[src/rtl/cla_pkg.sv]
// cla_pkg: shared types and constants for the nibble-serial adder.
//   NIBBLE_W      width of the single carry-lookahead slice
//   nsa_state_t   control FSM states (IDLE, RUN, DONE)
//   nibble_count  number of slice passes for a WIDTH-bit operand
package cla_pkg;

  localparam int NIBBLE_W = 4;

  typedef enum logic [1:0] {
    IDLE = 2'd0,
    RUN  = 2'd1,
    DONE = 2'd2
  } nsa_state_t;

  // WIDTH is required to be a multiple of NIBBLE_W and at least 8.
  function automatic int nibble_count(input int width);
    return width / NIBBLE_W;
  endfunction

endpackage

[src/rtl/cla4_core.sv]
// cla4_core: purely combinational 4-bit carry-lookahead adder slice.
// Ports:
//   a, b  [3:0]  addends
//   cin          carry in
//   sum   [3:0]  a + b + cin, low 4 bits
//   cout         carry out of bit 3
// Every carry is a flat sum-of-products of generate/propagate terms and
// cin, so no carry depends on another computed carry.
module cla4_core
  import cla_pkg::*;
(
  input  logic [NIBBLE_W-1:0] a,
  input  logic [NIBBLE_W-1:0] b,
  input  logic                cin,
  output logic [NIBBLE_W-1:0] sum,
  output logic                cout
);

  logic [NIBBLE_W-1:0] g, p;
  logic [NIBBLE_W:0]   c;

  assign g = a & b;
  assign p = a ^ b;

  assign c[0] = cin;
  assign c[1] = g[0]
              | (p[0] & cin);
  assign c[2] = g[1]
              | (p[1] & g[0])
              | (p[1] & p[0] & cin);
  assign c[3] = g[2]
              | (p[2] & g[1])
              | (p[2] & p[1] & g[0])
              | (p[2] & p[1] & p[0] & cin);
  assign c[4] = g[3]
              | (p[3] & g[2])
              | (p[3] & p[2] & g[1])
              | (p[3] & p[2] & p[1] & g[0])
              | (p[3] & p[2] & p[1] & p[0] & cin);

  assign sum  = p ^ c[NIBBLE_W-1:0];
  assign cout = c[NIBBLE_W];

endmodule

[src/rtl/nibble_serial_adder.sv]
// nibble_serial_adder: WIDTH-bit adder that reuses one 4-bit CLA slice,
// one nibble per clock, LSB nibble first, carry held in a register.
// Optional feature macro: NSA_OVERFLOW_EN adds the signed-overflow output.
// Ports:
//   clk        clock, all state on rising edge
//   rst        synchronous active-high reset
//   in_valid   operand set offered
//   in_ready   block can accept operands (IDLE only, registered)
//   a, b       WIDTH-bit unsigned operands
//   cin        carry into nibble 0
//   out_valid  result available (DONE only, registered)
//   out_ready  consumer takes the result
//   sum        registered sum modulo 2^WIDTH
//   cout       carry out of the top nibble
//   ovf        two's-complement overflow (NSA_OVERFLOW_EN only)
// Latency: accept on edge T, out_valid high after edge T+N (N = WIDTH/4).
module nibble_serial_adder
  import cla_pkg::*;
#(
  parameter int WIDTH = 16
) (
  input  logic             clk,
  input  logic             rst,
  input  logic             in_valid,
  output logic             in_ready,
  input  logic [WIDTH-1:0] a,
  input  logic [WIDTH-1:0] b,
  input  logic             cin,
  output logic             out_valid,
  input  logic             out_ready,
  output logic [WIDTH-1:0] sum,
  output logic             cout
`ifdef NSA_OVERFLOW_EN
  ,
  output logic             ovf
`endif
);

  localparam int N     = nibble_count(WIDTH);
  localparam int IDX_W = $clog2(N);

  nsa_state_t state;

  // Operands and result kept as nibble arrays so idx selects a lane directly.
  logic [N-1:0][NIBBLE_W-1:0] a_q, b_q, sum_q;
  logic                       carry_q;
  logic [IDX_W-1:0]           idx;

  logic [NIBBLE_W-1:0] nib_a, nib_b, nib_sum;
  logic                nib_cout;
  logic                last;

  assign nib_a = a_q[idx];
  assign nib_b = b_q[idx];
  assign last  = (idx == IDX_W'(N - 1));

  cla4_core u_cla (
    .a    (nib_a),
    .b    (nib_b),
    .cin  (carry_q),
    .sum  (nib_sum),
    .cout (nib_cout)
  );

  assign sum = sum_q;

  // in_ready and out_valid are registers that track the state, so neither
  // has a combinational path from in_valid / out_ready. in_ready stays low
  // for the first cycle after reset and rises on the following edge.
  always_ff @(posedge clk) begin
    if (rst) begin
      state     <= IDLE;
      in_ready  <= 1'b0;
      out_valid <= 1'b0;
      a_q       <= '0;
      b_q       <= '0;
      sum_q     <= '0;
      carry_q   <= 1'b0;
      idx       <= '0;
      cout      <= 1'b0;
`ifdef NSA_OVERFLOW_EN
      ovf       <= 1'b0;
`endif
    end else begin
      case (state)
        IDLE: begin
          in_ready <= 1'b1;
          if (in_valid && in_ready) begin
            a_q      <= a;
            b_q      <= b;
            carry_q  <= cin;
            idx      <= '0;
            in_ready <= 1'b0;
            state    <= RUN;
          end
        end
        RUN: begin
          sum_q[idx] <= nib_sum;
          carry_q    <= nib_cout;
          if (last) begin
            // idx is left at N-1 so it never wraps within an operation.
            cout      <= nib_cout;
`ifdef NSA_OVERFLOW_EN
            // Same-sign operands whose result sign differs from them.
            ovf       <= (a_q[N-1][NIBBLE_W-1] ~^ b_q[N-1][NIBBLE_W-1])
                       & (a_q[N-1][NIBBLE_W-1] ^ nib_sum[NIBBLE_W-1]);
`endif
            out_valid <= 1'b1;
            state     <= DONE;
          end else begin
            idx <= idx + 1'b1;
          end
        end
        DONE: begin
          // in_ready is low here, so an input offered alongside the output
          // handshake is never taken in the same cycle.
          if (out_ready) begin
            out_valid <= 1'b0;
            in_ready  <= 1'b1;
            state     <= IDLE;
          end
        end
        default: begin
          state     <= IDLE;
          in_ready  <= 1'b0;
          out_valid <= 1'b0;
        end
      endcase
    end
  end

endmodule

[config.mk]
export PLATFORM = sky130hd
export DESIGN_NAME = nibble_serial_adder
export DESIGN_NICKNAME = d
export VERILOG_FILES = /design/src/rtl/cla_pkg.sv /design/src/rtl/cla4_core.sv /design/src/rtl/nibble_serial_adder.sv
export SDC_FILE = /design/constraint.sdc
export NUM_CORES = 1
export LEC_CHECK = 0
export ABC_AREA = 1
export BUFFER_PORTS_ARGS = -buffer_cell sky130_fd_sc_hd__buf_2
export CAP_MARGIN = 10
export CORE_MARGIN = 4
export CORE_UTILIZATION = 35
export DETAILED_ROUTE_END_ITERATION = 8
export PLACE_DENSITY = 0.51
export REMOVE_ABC_BUFFERS = 1
export SLEW_MARGIN = 20
export SYNTH_ARGS = -nofsm -noshare
export SYNTH_HDL_FRONTEND = slang
export SYNTH_SLANG_ARGS = --single-unit
export TNS_END_PERCENT = 1
[constraint.sdc]
create_clock -name clk -period 2.4 [get_ports clk]
set_input_delay 0.72 -clock clk [delete_from_list [all_inputs] [get_ports clk]]
set_output_delay 0.72 -clock clk [all_outputs]
set_load 0.005 [all_outputs]
==> Word level (Yosys, flattened, before mapping) <==
Index checks and enable logic that the tools add are counted.
{ "classes": {"n_addsub": 1, "n_mul": 0, "div_mod_pow": 0, "magnitude_cmp": 2, "n_eq_ne": 7, "shifts": 0, "n_mux": 22, "bitwise": 31, "n_reduce_logical": 11} }
{ "ops": {"columns": ["op", "count"], "rows": [
  ["$and 1x1->1", 16],
  ["$bmux 4 s2", 2],
  ["$bwmux 16", 1],
  ["$mux 4", 3],
  ["$mux 2", 5],
  ["$or 1x1->1", 10],
  ["$reduce_and 3->1", 3],
  ["$demux 4 s2", 1],
  ["$ne 2x2->1 const B", 4],
  ["$reduce_and 2->1", 4],
  ["$xor 4x4->4", 2],
  ["$pmux 1 s3", 2],
  ["$pmux 2 s3", 1],
  ["$mux 1", 5],
  ["$and 4x4->4", 1],
  ["$eq 2x2->1 const B", 2],
  ["$pmux 2 s2", 1],
  ["$lt 2x3->1 const B", 1],
  ["$add 2x1->2 const B", 1],
  ["$eq 2x1->1 const B", 1],
  ["$ge 2x1->1 const B", 1],
  ["$logic_and 1x1->1", 2],
  ["$logic_not 2->1", 1],
  ["$not 1->1", 2],
  ["2 further kinds", 2]
]} }
{ "totals": {"regBits": 56, "latchBits": 0, "ram_bits": 0, "romBits": 0, "input_bits": 37, "out_inout_bits": 19, "word_cells": 92, "mem_count": 0} }

==> Logic depth before layout (Yosys ltp) <==
Gate-level depths: netlist of run 1.
{ "logic_depth": {"word_depth": 9, "depth_mapped": 15, "mapped_depth_nobuf": 12} }

==> Modules after synthesis <==
A second synthesis of run 1 with hierarchy kept.
{ "unflattened": {"hier_cells": 349, "area_unflattened_um2": 2556.2} }
{ "modules_own_cells": {"columns": ["mod", "instances", "cells_per_inst", "area_per_inst_um2", "seq_area_each_um2"], "rows": [
  ["nibble_serial_adder", 1, 318, 2369.8, 1121.1],
  ["cla4_core", 1, 31, 186.4, 0.0]
]} }

==> Worst setup path after synthesis of run 1 <==
Ideal clock, no wire load.
{ "synth_timing": {"path_kind": "register to register", "from": "register idx[0]", "to": "register sum_q, in the netlist sum[11]", "setup_ps": 109, "t_arrival_ps": 1841, "t_required_ps": 2291, "slack_ps": 450, "path_stages_with_launch": 16, "n_path_buf": 3, "synth_period_minus_slack_ps": 1950, "cell_sequence": "dfxtp_1 buf_2 inv_2 buf_2 nor2_1 o22ai_1 ha_1 clkbuf_2 nand2_1 nor2_1 nor2_1 nand2_1 nand2_1 nand3_1 nand2_1 inv_1"} }
{ "synth_via": {"elab_chain_len": 9, "word_cells_on_any_way": 21, "classes_between": "order compare (2); mux (7); bitwise (11); reduce/logical (1)"} }
{ "synth_rtl": {"columns": ["item", "line_no", "text"], "rows": [
  ["start: declaration", "nibble_serial_adder.sv:47", "logic [IDX_W-1:0] idx;"],
  ["start signal: assignment", "nibble_serial_adder.sv:111", "idx <= idx + 1'b1;"],
  ["$bmux 4 s2 (on tied branches)", "nibble_serial_adder.sv:53, nibble_serial_adder.sv:54", null],
  ["$mux 4 (on tied branches)", "nibble_serial_adder.sv:53, nibble_serial_adder.sv:54", null],
  ["$xor 4x4->4 / $and 4x4->4 (equally long branches)", "cla4_core.sv:23, cla4_core.sv:22", null],
  ["$and 1x1->1 (on tied branches)", "cla4_core.sv:32, cla4_core.sv:33, cla4_core.sv:34", null],
  ["$or 1x1->1, or another cell as far along", "cla4_core.sv:32", "| (p[2] & g[1])"],
  ["$or 1x1->1 / $and 1x1->1 (equally long branches)", "cla4_core.sv:33, cla4_core.sv:34", null],
  ["$or 1x1->1", "cla4_core.sv:34", "| (p[2] & p[1] & p[0] & cin);"],
  ["$xor 4x4->4", "cla4_core.sv:41", "assign sum = p ^ c[NIBBLE_W-1:0];"],
  ["$bwmux 16 *", "nibble_serial_adder.sv:98", "sum_q[idx] <= nib_sum;"],
  ["end signal: indexed assignment", "nibble_serial_adder.sv:98", null],
  ["end: declaration", "nibble_serial_adder.sv:45", "logic [N-1:0][NIBBLE_W-1:0] a_q, b_q, sum_q;"]
]} }
Every way passes the cells marked *; elsewhere a longest branch is shown, timed or not. The select of a mux whose other input is x is not followed.
A chain may end at the register's enable or synchronous reset.

==> Final worst setup path of run 1 <==
{ "layout_timing": {"from": "register idx[1]", "to": "register sum_q, in the netlist sum[15]"} }
The elaborated chain is that of the path after synthesis.

==> flow_summary.json, run 1 <==
{
  "synthArstFlopShare_pct": 0,
  "synth_top_area_share_pct": 42.9,
  "worst_slew_pin_slew_ps": 420,
  "diodes": 0,
  "powerDensity_nw_per_um2": 663,
  "cts_tree": "done",
  "crit_path_max_fanout": 12,
  "grt_overflow": 0,
  "fin_nets": 447,
  "drive_gt1_share_pct": 20.4,
  "grt_pass1_vias": 2295,
  "critPathLaunchType": "flop",
  "synth_commonest_cells": "85 x nor2_1, 56 x dfxtp_1, 46 x o21ai_0",
  "min_period_ps": 2010,
  "dieArea_um2": 8920,
  "yosysWarnings": 0,
  "syn-mean-instance-area_um2": 7.45,
  "post-route-period-util_pct": 83.9,
  "die_h_um": 94.5,
  "portBuffers": 55,
  "cts_root_buf": "clkbuf_8",
  "grt_max_degree": 35,
  "core_area_um2": 7250,
  "cpPeakStageDelay_ps": 320,
  "rsz0062_at_grt": "no",
  "firstDrtPassIters": 4,
  "die_w_um": 94.5,
  "routabilityCongestion": 0.767,
  "grtUsageTotal_pct": 14.1,
  "post-route-drc-count": 0,
  "final_max_slew_viol_count": 0,
  "endpoint_kind": "flop",
  "cts_setup_buffers": 0,
  "slowest_stage": "dfxtp_1",
  "ys.flop_type": "dfxtp_1",
  "synth.area.top_cells": "dfxtp_1 43%, nor2_1 12%, o21ai_0 8.8%",
  "pin_count": 56,
  "numClockSinks": 56,
  "routed-via-count": 2284,
  "via_per_inst": 4.56,
  "ys_ff_latch": 56,
  "synth_cells": 351,
  "fin_ws_ps": 387,
  "ant_nets": 0,
  "place_inst": 493,
  "antenna_found_initial": 0,
  "wl_per_cell_um": 11.5,
  "p_leak_uw": 0.00140,
  "start_util_pct": 36.1,
  "cts_resized": 0,
  "finalSetupTns_ps": 0,
  "layoutNonFillerInstCount": 501,
  "netlist_area_um2": 2620,
  "hpwlAfterDp_um": 4310,
  "fmax_ghz": 0.497,
  "grt_pass1_wl_um": 10300,
  "ir_drop_v": 0.000211,
  "numCtsBuffers": 5,
  "worstSkewPairLatency_ps": 310,
  "cp.arrival_ps": 2230,
  "routed_wl_um": 5790,
  "skew_ps": 11.2,
  "p_total_uw": 2010,
  "yosysTopAreaCell": "dfxtp_1",
  "ctsHtreeMaxLevel": 2,
  "grtUsageMet2_pct": 23.8,
  "preCtsSetupSlack_ps": 395,
  "grt.busiest_layer": "met2",
  "hold_ws_ps": 488,
  "crit_type": "flop to flop",
  "yosysSeqAreaShare_pct": 42.9,
  "hold_viol": 0,
  "required_ps": 2610,
  "synth.most_common_cell": "nor2_1",
  "path_cells": "inv_1 > o21ai_0 > o22ai_1 > ha_1 > nand2_1 > nand2_1 > nor2_1 > nand2_1 > nand2_1 > nand3_1 > nand2_1 > inv_1",
  "grtUsageMet3_pct": 3.19,
  "holdCritPathClass": "flop to flop",
  "grtUsageMet1_pct": 18.5,
  "setup_viol": 0,
  "hold_buffers": 0,
  "area_delta_synth_final_pct": 16.1,
  "fillers": 802,
  "drt_iter0_drc": 89,
  "relSlewSlack_pct": 72.0,
  "synth_cell_types": 31,
  "clk_pin_slew_ps": 100,
  "critPathMostFrequentCell": "nand2_1",
  "max_cap_violations": 0,
  "fp-row-count": 31,
  "ctsLongestPathBuffers": 2,
  "outcome": "completed",
  "synth_edf_count": 0
}
==> cells in the final DEF, fill, tap and decap left out <==
cell type,netlist,final
a21oi_1,12,12
a21oi_2,1,1
a31oi_1,2,2
a32oi_1,2,2
buf_2,5,55
buf_4,0,5
bufinv_16,0,1
clkbuf_1,3,1
clkbuf_8,0,5
clkinv_2,0,1
dfxtp_1,56,56
fa_1,1,1
ha_1,8,8
inv_1,25,25
inv_2,8,8
nand2_1,37,37
nand2_2,1,1
nand2_4,1,1
nand3_1,14,14
nand3_4,1,1
nand3b_1,1,1
nand4_1,3,3
nor2_1,85,85
nor2_2,1,1
nor2_4,1,1
nor2_8,1,1
o211ai_1,1,1
o21a_1,9,9
o21ai_0,46,46
o21ai_1,10,10
o22ai_1,6,6
xnor2_1,1,1
==> power by group <==
| part | switching (uW) | internal [uW] |
|---|---|---|
| clock | 290 | 310 |
| sequential | 35.6 | 987 |
| combinational | 243 | 148 |
| total | 569 | 1450 |
==> cell type report <==
cell class | instances | area, um^2 | area share [%]
clock buffer | 6 | 72.6 | 2.39
tap | 99 | 124 | 4.08
multi-input combinational | 245 | 1250 | 41.1
sequential | 56 | 1120 | 36.9
clock inverter | 2 | 35.0 | 1.15
timing repair buffer | 60 | 313 | 10.3
inverter | 33 | 124 | 4.08
==> per-layer routing <==
layer,vias up,part of all wire (%)
met5,-,0
met4,0,0.81
met3,5,5.1
met2,50,44
met1,987,50
li1,1242,-
==> critical path: cells and delay by family, from the launching register on <==
family          cells  cell delay [ps]
flops               1              320
buf+inv             2              290
compound gates      2              330
fa+ha+maj           1              320
simple gates        7              660
==> worst paths after layout <==
path / endpoint / cells after the start / start / slack (ps)
min reg2reg: a_q[9]$_SDFFE_PP0P_ / 2 / a_q[9]$_SDFFE_PP0P_ / 490
min: a_q[9]$_SDFFE_PP0P_ / 2 / a_q[9]$_SDFFE_PP0P_ / 490
max reg2reg: sum[15]$_SDFFE_PP0P_ / 12 / idx[1]$_SDFFE_PP0P_ / 390
max: sum[15]$_SDFFE_PP0P_ / 12 / idx[1]$_SDFFE_PP0P_ / 390
==> flip-flops by register name, indices dropped and copies added, names as in the netlist <==
name / cells
sum: 16
cout: 1
idx: 2
state: 2
out_valid: 1
a_q: 16
carry_q: 1
in_ready: 1
b_q: 16
==> cell families (layout without fill, tap and decap cells) <==
logic type | count (synthesis) | in the layout | share of synthesized area (%)
flops | 56 | 56 | 42.9
fa+ha+maj | 9 | 9 | 4.59
simple gates | 146 | 146 | 24.0
xor+xnor | 1 | 1 | 0.335
compound gates | 89 | 89 | 18.8
buf+inv | 50 | 101 | 9.47
==> through the flow <==
step           instance area [um^2]  util [%]
5_1_grt                        3040      41.9
4_1_cts                        3040      41.9
2_1_floorplan                  2490         -
3_3_place_gp                   2930      40.4
3_5_place_dp                   2930      40.4
6_report                       3040      41.9
No activity file was read; power rests on OpenSTA's default activity.
==> run 2, diff against run 1 <==
- PLACE_DENSITY: 0.51 -> 0.53
- clock period: 2.4 -> 1.8 ns (I/O delays scaled with it)
==> run 2 against run 1 <==
  * The flow now finishes with violations (setup timing)
  * Maximum frequency rose by 8.2%
  * First-iteration DRC count fell by 48%
  * Combinational power rose by 78%
  * Critical path depth fell by 1
  * Non-clock buffer count rose by 16
  * Largest power group unchanged
  * Die area did not move
  * Highest routed layer unchanged
  * Worst hold slack got worse by 46 ps
  * Register-to-register slack got worse by 450 ps
  * Final cell count rose by 3.0%
==> flow_summary.json, run 2 (synthesis results as in run 1) <==
{
  "multiInputGateArea_um2": 1350,
  "clk_pin_slew_ps": 90,
  "crit_path_start": "idx[0]$_SDFFE_PP0P_",
  "reg2reg_to": "carry_q$_SDFFE_PP0P_",
  "preCtsSetupSlack_ps": -157,
  "post-route-drc-count": 0,
  "drt_iter0_drc": 46,
  "max_cap_violations": 0,
  "most-common-layout-cells": "83 x nor2_1, 55 x buf_2, 54 x dfxtp_1",
  "start_util_pct": 36.1,
  "place_inst": 505,
  "cp.arrival_ps": 2080,
  "ctsHtreeMaxLevel": 2,
  "fillers": 781,
  "ff2ff_path_depth": 11,
  "routabilityCongestion": 0.772,
  "via_per_inst": 4.60,
  "r2r_setup_slack_ps": -60,
  "post-route-period-util_pct": 103,
  "grt_overflow": 0,
  "cts_root_buf": "clkbuf_8",
  "antenna_found_initial": 0,
  "area_delta_synth_final_pct": 26.3,
  "ir_drop_v": 0.000357,
  "fmax_ghz": 0.537,
  "relSlewSlack_pct": 78.0,
  "portBuffers": 55,
  "layoutNonFillerInstCount": 516,
  "hpwlAfterDp_um": 4510,
  "die_h_um": 94.5,
  "dieArea_um2": 8920,
  "grtUsageTotal_pct": 14.3,
  "routed_wl_um": 6110,
  "required_ps": 2020,
  "routed-via-count": 2374,
  "grt_max_degree": 33,
  "grt_pass1_wl_um": 10100,
  "crit_path_max_fanout": 6,
  "hold_viol": 0,
  "grt_pass1_vias": 2246,
  "drive_gt1_share_pct": 29.5,
  "pin_count": 56,
  "setup_viol": 10,
  "critPathLaunchType": "flop",
  "wl_per_cell_um": 11.8,
  "fin_area_um2": 3300,
  "slowest_stage": "dfxtp_4",
  "cts_tree": "done",
  "numClockSinks": 56,
  "holdCritPathClass": "primary input to flop",
  "crit_type": "flop to flop",
  "ctsLongestPathBuffers": 2,
  "rsz0062_at_grt": "yes",
  "final_max_slew_viol_count": 0,
  "r2r-start": "idx[0]$_SDFFE_PP0P_",
  "diodes": 0,
  "p_total_uw": 2810,
  "fin_ws_ps": -60.8,
  "worstSetupEndpoint": "carry_q$_SDFFE_PP0P_",
  "hold_buffers": 0,
  "fin_nets": 463,
  "worst_slew_pin_slew_ps": 329,
  "core_area_um2": 7250,
  "fp-row-count": 31,
  "worstSkewPairLatency_ps": 310,
  "endpoint_kind": "flop",
  "layout_commonest_cell": "nor2_1",
  "firstDrtPassIters": 4,
  "final-seq-area_um2": 1130,
  "outcome": "complete, but fails checks",
  "final_core_util_pct": 45.6,
  "ant_nets": 0,
  "path_cells": "buf_8 > buf_6 > o21ai_4 > o22ai_2 > ha_1 > nand2_1 > nand2_1 > a21oi_2 > nand3_1 > nor2_1 > nor2_1",
  "violations": "setup timing",
  "dpl_cell_area_um2": 3030,
  "p_leak_uw": 0.00152,
  "min_period_ps": 1860,
  "powerDensity_nw_per_um2": 851,
  "die_w_um": 94.5,
  "numCtsBuffers": 5,
  "cpPeakStageDelay_ps": 390,
  "skew_ps": 3.68
}
## run 2: what timing repair did
item / 4_1_cts / 5_1_grt
setup buffers: 2 / 1
resized for setup: 21 / 22
endpoints found under the setup margin: 18 / 14
pin swaps: 9 / 18
cloned: 0 / 1
## run 2: report_power, final
part | leakage (uW) | internal [uW] | switching, uW
Clock | 0.0000503 | 344 | 396
Sequential | 0.000458 | 1320 | 57.9
Combinational | 0.00101 | 318 | 381
Total | 0.00152 | 1980 | 835
## run 2: layer usage
layer / global-route usage, % / part of all wire [%] / wire, um / up-vias
li1: - / - / - / 1273
met1: 18.2 / 48 / 2910 / 1044
met2: 23.9 / 47 / 2850 / 49
met3: 3.19 / 4.6 / 279 / 8
met4: 4.57 / 1.2 / 71 / 0
met5: 0 / 0 / 0 / -
## run 2: how the worst min path moves through the flow
stage	start	endpoint	slack, ps	cells after the start
floorplan	b_q[9]$_SDFFE_PP0P_	b_q[9]$_SDFFE_PP0P_	450	2
detailed placement	a_q[11]$_SDFFE_PP0P_	a_q[11]$_SDFFE_PP0P_	470	2
finish	rst	idx[1]$_SDFFE_PP0P_	440	2
CTS	rst	idx[1]$_SDFFE_PP0P_	440	2
global placement	a_q[10]$_SDFFE_PP0P_	a_q[10]$_SDFFE_PP0P_	470	2
global route	rst	idx[1]$_SDFFE_PP0P_	440	2
## run 2: area by class of cell
type,count,area share (%)
timing repair buffer,76,14.6
inverter,33,3.90
tap,99,3.75
sequential,56,34.1
clock buffer,7,2.92
multi-input combinational,245,40.8
## run 2: worst max-delay path, delay by kind of cell (launching register included)
family                     cells  cell delay, ps
DFF                            1             390
adders and majority gates      1             360
buffers and inverters          2             260
and+or+nand+nor                5             410
AOI/OAI and AO/OA              3             340
## run 2: stage by stage
stage                     hold WS (ps)  TNS (ps)
final                              442      -275
after global routing               443     -1990
after CTS                          439      -274
after detailed placement           470     -1190
after global placement             467      -803
after floorplan                    449     -2320
